===== config.mk =====
export PLATFORM = sky130hd
export DESIGN_NAME = instr_decoder
export DESIGN_NICKNAME = d
export VERILOG_FILES = /design/src/rtl/instr_decoder.sv
export SDC_FILE = /design/constraint.sdc
export NUM_CORES = 1
export LEC_CHECK = 0
export CAP_MARGIN = 0
export CORE_AREA = 2 2 54 56
export DETAILED_ROUTE_END_ITERATION = 6
export DIE_AREA = 0 0 56 58
export PLACE_DENSITY = 0.81
export SLEW_MARGIN = 20
export SYNTH_ARGS = -nofsm -noshare
export SYNTH_HDL_FRONTEND = slang
export SYNTH_SLANG_ARGS = --single-unit

===== constraint.sdc =====
create_clock -name clk -period 5.35 [get_ports clk]
set_clock_uncertainty 0.1 [all_clocks]
set_input_delay 1.605 -clock clk [delete_from_list [all_inputs] [get_ports clk]]
set_output_delay 1.605 -clock clk [all_outputs]
set_load 0.1 [all_outputs]

===== src/rtl/instr_decoder.sv =====
// Two-byte SPI frame decoder: command byte (rw, lane, address) then data byte,
// producing single-cycle register-file read/write strobes and read-back data.
module instr_decoder #(
  parameter int ADDR_W = 6
) (
  input  logic              clk,
  input  logic              rst,
  input  logic              cs_n,
  input  logic              byte_sync,
  input  logic [7:0]        data_in,
  output logic [7:0]        data_out,
  output logic              read,
  output logic              write,
  output logic [ADDR_W-1:0] addr,
  output logic              hi_sel,
  input  logic [7:0]        data_read,
  output logic [7:0]        data_write
);

  typedef enum logic [2:0] {
    S_CMD   = 3'd0,
    S_RD    = 3'd1,
    S_RDLAT = 3'd2,
    S_DATA  = 3'd3,
    S_DONE  = 3'd4
  } state_t;

  state_t state_reg;
  logic   sync_q;
  logic   byte_event;

  // byte_sync is a level that may last several cycles; act only on its rising edge
  assign byte_event = byte_sync & ~sync_q;

  always_ff @(posedge clk or posedge rst) begin
    if (rst) begin
      state_reg  <= S_CMD;
      sync_q     <= 1'b0;
      data_out   <= 8'h00;
      read       <= 1'b0;
      write      <= 1'b0;
      addr       <= '0;
      hi_sel     <= 1'b0;
      data_write <= 8'h00;
    end else begin
      sync_q <= byte_sync;
      read   <= 1'b0;
      write  <= 1'b0;
      if (cs_n) begin
        // chip select high aborts the frame; an event in the same cycle is dropped
        state_reg <= S_CMD;
        data_out  <= 8'h00;
      end else begin
        case (state_reg)
          S_CMD: begin
            if (byte_event) begin
              addr   <= data_in[ADDR_W-1:0];
              hi_sel <= data_in[6];
              if (data_in[7]) begin
                state_reg <= S_DATA;
              end else begin
                read      <= 1'b1;
                state_reg <= S_RD;
              end
            end
          end
          S_RD: begin
            state_reg <= S_RDLAT;
          end
          S_RDLAT: begin
            // register file answers one cycle after the read strobe
            data_out  <= data_read;
            state_reg <= S_DONE;
          end
          S_DATA: begin
            if (byte_event) begin
              data_write <= data_in;
              write      <= 1'b1;
              state_reg  <= S_DONE;
            end
          end
          S_DONE: begin
            state_reg <= S_DONE;
          end
          default: begin
            state_reg <= S_CMD;
          end
        endcase
      end
    end
  end

endmodule


==> results.toml, run 1 <==
[global_route]
grt_overflow_total = 0
grt_max_degree = 30
grt_pass1_wl_um = 4150
antenna_found_initial = 0
grt_usage = 0.172
grt_pass1_vias = 853

[cts]
clock_tree.root_cell = "clkbuf_4"
cts_buffers = 5
cts_resized = 0
post_cts_buffers = 0
cts_tree = "done"
clock_sink_count = 29
ctsHoldBuffers = 0
clkSlewWorstSetupHoldPaths_ns = 0.08
insertion_delay_ns = 0.32
ctsHtreeMaxLevel = 2
clock_path_buffers = 2

[placement]
port_buffers = 44
hpwlAfterDp_um = 1800
dp_cells = 155
gp_congestion = 0.761

[drt]
viasPerCell = 4.99
routed_wl_um = 2400
drc = 0
wire_per_inst_um = 14.9
vias = 804
dr.pass1.iters = 4
drtIter0Drc = 7
ant_nets = 0

[timing]
drv_slew = 0
hold_violations = 0
worst_pin_slew_ns = 0.985
setup_tns_ns = 0
min_period_ns = 3.54
max_freq_ghz = 0.282
min_period_over_period = 0.663
rsz0062_at_grt = "false"
setup_viol = 0
slew_headroom = 0.341

[run]
max-cap-violations = 0

[power_and_ir_drop]
p_leak_uw = 0.000775
power_density_nw_per_um2 = 363
irDropWorstVdd_mv = 0.281

[die]
fp.dieW_um = 56
ioPinCount = 45
initial_core_util = 0.444
dieArea_um2 = 3250
die_h_um = 58
core_um2 = 2660
core.rowCount = 19

[worst_setup_path]
cp-end-kind = "output pin"
slowest_delay_ns = 1.15
path_delay_family = "buffers and inverters"
regToRegSetupSlack_ns = 3.41
worst-path-buf-inv = 1
critPathLaunchType = "flip-flop"
path_max_fanout = 2
cp_slowest_cell = "clkdlybuf4s50_1"
cp.arrival_ns = 1.84
path_cells = "clkdlybuf4s50_1"
worstSetupPathType = "flip-flop to output pin"
worstPathRequired_ns = 3.65

[synthesis]
synth_top_flop_cell = "dfrtp_1"
synth-seq-cells = 29
syn_nets = 103
synth_area_um2 = 1180
ys_async_sr_fraction = 1.00
synth_cells = 83
syn_avg_cell_area_um2 = 14.2
synth.distinct_cells = 23
yosysWarnings = 0
synth-edff-count = 0
ys_seq_area_frac = 0.614

[status]
outcome = "complete, no violations"

[final_layout]
syn2layout_area_growth_pct = 42.2
nets = 151
layout.cells.most_common = "clkdlybuf4s50_1"
layout_common_cells = "clkdlybuf4s50_1 (44), dfrtp_1 (29), nor2_1 (11)"
stdcell_count = 161
drive_gt1_frac = 0.185
antennaDiodeCount = 0
top_regs = "data_out: 8 flops, data_write: 8 flops, addr: 6 flops"

[min_path]
hold_class = "flip-flop to flip-flop"
[synth_stat cells (all sizes together), types with 2 or more instances]
library cell	instances	area (um2)
inv	2	7.51
nor2	12	52.6
mux2i	8	80.1
buf	3	27.5
mux2	15	195
dfrtp	29	726
[per-stage QoR]
step | setup slack [ns] | total power, uW | hold WS, ns | cell area, um2 | util
final | 1.81 | 610 | 0.417 | 1680 | 0.631
after global routing | 1.73 | 641 | 0.438 | 1680 | 0.631
after CTS | 1.78 | 618 | 0.424 | 1680 | 0.631
after detailed placement | 1.59 | 503 | 0.392 | 1640 | 0.615
after global placement | 1.64 | 500 | 0.388 | 1640 | 0.615
after floorplan | 2.40 | 440 | 0.462 | 1180 | -
[routing by layer]
metal | GRT usage | part of all wire | vias up
li1 | - | - | 378
met1 | 0.203 | 0.41 | 379
met2 | 0.284 | 0.48 | 41
met3 | 0.0804 | 0.093 | 6
met4 | 0.0510 | 0.015 | 0
met5 | 0 | 0 | -
[path summary, 6_finish.rpt]
check,startpoint,to,cells past startpoint
min in group asynchronous,rst,data_write[3]$_DFFE_PP0P_,2
max,addr[1]$_DFFE_PP0P_,addr[1],1
min,data_write[3]$_DFFE_PP0P_,data_write[3]$_DFFE_PP0P_,1
max reg2reg,sync_q$_DFF_PP0_,addr[3]$_DFFE_PP0P_,3
min reg2reg,data_write[3]$_DFFE_PP0P_,data_write[3]$_DFFE_PP0P_,1
max in group asynchronous,rst,state_reg[1]$_DFFE_PP0P_,2
[final cells by class]
type / count / area (um2)
multi-input combinational: 48 / 417
inverter: 2 / 7.51
clock inverter: 1 / 5.00
tap: 31 / 38.8
clock buffer: 5 / 37.5
fill: 236 / 983
sequential: 29 / 726
timing repair buffer: 45 / 448
[kinds of logic after synthesis]
logic type	count (synthesis)	share of synthesized area
AOI/OAI and AO/OA	3	0.0180
xor gates and xnor gates	1	0.00742
buffers and inverters	6	0.0328
DFF	29	0.614
muxes	23	0.233
and+or+nand+nor	21	0.0943
[where the power goes]
part / internal, uW / switching (uW)
combinational: 71.5 / 173
sequential: 240 / 13.7
clock: 45.4 / 66.9
total: 357 / 253
No activity file was read; power rests on OpenSTA's default activity.
==> inputs of run 2 (changes only) <==
- CORE_AREA: 2 2 54 56 -> 2 2 56 58
- DIE_AREA: 0 0 56 58 -> 0 0 58 60
- PLACE_DENSITY: 0.81 -> 0.76
- clock period: 5.35 -> 3.5 ns (I/O delays scaled with it)
==> run 2 against run 1 <==
Cell area down 0.15%. Register-to-register slack got worse by 1.8 ns. Hold slack better by 0.0088 ns. Sequential power up 54%. Critical path type is now input port to flip-flop. Wire length fell by 2.9%. Die area grew 7.1%. Total power up 70%. Clock-buffer cell count increased by 2. Core utilization down 5.3 points.
==> results.toml, run 2 (synthesis results as in run 1) <==
[min_path]
hold_class = "flip-flop to flip-flop"
hold_path.startpoint = "data_write[0]$_DFFE_PP0P_"

[status]
outcome = "complete, no violations"

[power_and_ir_drop]
irDropWorstVdd_mv = 0.478
p_leak_uw = 0.000847
p_int_uw = 637
seq_power_share = 0.376
power_switching_uw = 399
p_clk_frac = 0.274
swShare = 0.385
power_density_nw_per_um2 = 618
pwr-share-comb = 0.350

[timing]
min_period_ns = 2.69
setup_tns_ns = 0
max_freq_ghz = 0.371
drv_slew = 0
rsz0062_at_grt = "false"
worst_pin_slew_ns = 0.483
min_period_over_period = 0.770
setup_viol = 0
slew_headroom = 0.677
hold_violations = 0

[worst_setup_path]
r2r_start = "sync_q$_DFF_PP0_"
worstSetupPathType = "input port to flip-flop"
cp.arrival_ns = 2.81
path_cells = "clkdlybuf4s50_1, nand2b_1, or4b_1, mux2_4"
worstPathRequired_ns = 3.62
cp-end-kind = "flip-flop"
slowest_delay_ns = 0.76
worstSetupStartpoint = "byte_sync"
path_max_fanout = 8
cp_slowest_cell = "or4b_1"
critPathLaunchType = "input port"

[drt]
viasPerCell = 4.84
ant_nets = 0
dr.pass1.iters = 4
drc = 0
routed_wl_um = 2330
wire_per_inst_um = 13.9
drtIter0Drc = 10
vias = 808

[cts]
post_cts_buffers = 0
cts_resized = 0
ctsHtreeMaxLevel = 2
clock_path_buffers = 2
insertion_delay_ns = 0.32
clock_sink_count = 29
cts_buffers = 5
ctsHoldBuffers = 0
clkSlewWorstSetupHoldPaths_ns = 0.09
cts_tree = "done"
clock_tree.root_cell = "clkbuf_4"

[global_route]
grt_pass1_vias = 868
grt_usage = 0.157
grt_max_degree = 30
grt_pass1_wl_um = 3900
antenna_found_initial = 0
grt_overflow_total = 0

[die]
fp.dieW_um = 58
core.rowCount = 20
core_um2 = 2900
die_h_um = 60
initial_core_util = 0.407
dieArea_um2 = 3480
ioPinCount = 45

[run]
max-cap-violations = 0

[placement]
hpwlAfterDp_um = 1730
gp_congestion = 0.715
port_buffers = 44

[final_layout]
top_regs = "data_out: 8 flops, data_write: 8 flops, addr: 6 flops"
antennaDiodeCount = 0
layout_common_cells = "dfrtp_1 (29), buf_4 (28), clkdlybuf4s50_1 (19)"
n_fill_cell = 263
nets = 153
syn2layout_area_growth_pct = 41.9
fin_util = 0.578
layout.cells.most_common = "dfrtp_1"
drive_gt1_frac = 0.381
-- run 2: cell types whose count changed in the layout (fill, tap and decap cells not counted), sizes merged --
cell	previous run	this run
clkinv	1	0
clkdlybuf4s50	44	19
bufinv	0	1
clkbuf	5	7
buf	1	28
-- run 2: area by class of cell --
cell class	instances	area, um2	share of cell area
Clock buffer	7	55.1	0.0328
Sequential cell	29	726	0.433
Timing Repair Buffer	47	400	0.239
Inverter	2	7.51	0.00448
Tap cell	33	41.3	0.0246
Multi-Input combinational cell	48	417	0.249
Clock inverter	1	30.0	0.0179
-- run 2: worst paths after layout --
check / cells after the start / slack (ns) / to
hold / removal: 1 / 0.43 / data_write[0]$_DFFE_PP0P_
setup reg to reg: 3 / 1.59 / addr[5]$_DFFE_PP0P_
max in group asynchronous: 3 / 2.05 / data_out[7]$_DFFE_PP0P_
min in group asynchronous: 3 / 0.99 / data_write[7]$_DFFE_PP0P_
hold reg to reg: 1 / 0.43 / data_write[0]$_DFFE_PP0P_
setup / recovery: 4 / 0.81 / addr[5]$_DFFE_PP0P_
-- run 2: power groups by stage --
stage / logic [uW] / registers (uW) / clock network, uW
after global routing: 376 / 395 / 313
after global placement: 361 / 394 / 0
final: 363 / 390 / 284
after floorplan: 66.0 / 606 / 0
after detailed placement: 367 / 395 / 0
after CTS: 366 / 390 / 289
-- run 2: worst max-delay path, delay by kind of cell --
kind / cells / cell delay (ns)
and+or+nand+nor: 2 / 0.86
buffers and inverters: 1 / 0.51
muxes: 1 / 0.38
-- run 2: per-stage QoR --
| stage | std cells | power, uW | hold slack (ns) | setup WS [ns] | instance area, um2 |
|---|---|---|---|---|---|
| 3_3_place_gp | 159 | 755 | 0.392 | 0.497 | 1590 |
| 6_report | 167 | 1040 | 0.426 | 0.806 | 1680 |
| 3_5_place_dp | 159 | 762 | 0.401 | 0.440 | 1590 |
| 4_1_cts | 167 | 1050 | 0.425 | 0.798 | 1680 |
| 2_1_floorplan | 83 | 672 | 0.462 | 1.10 | 1180 |
| 5_1_grt | 167 | 1080 | 0.443 | 0.784 | 1680 |
-- run 2: routing by layer --
| metal | wire, um | track usage | vias up |
|---|---|---|---|
| met5 | 0 | 0 | - |
| met4 | 32 | 0.0498 | 0 |
| met3 | 256 | 0.0823 | 3 |
| met2 | 1070 | 0.247 | 41 |
| met1 | 964 | 0.188 | 381 |
| li1 | - | - | 383 |
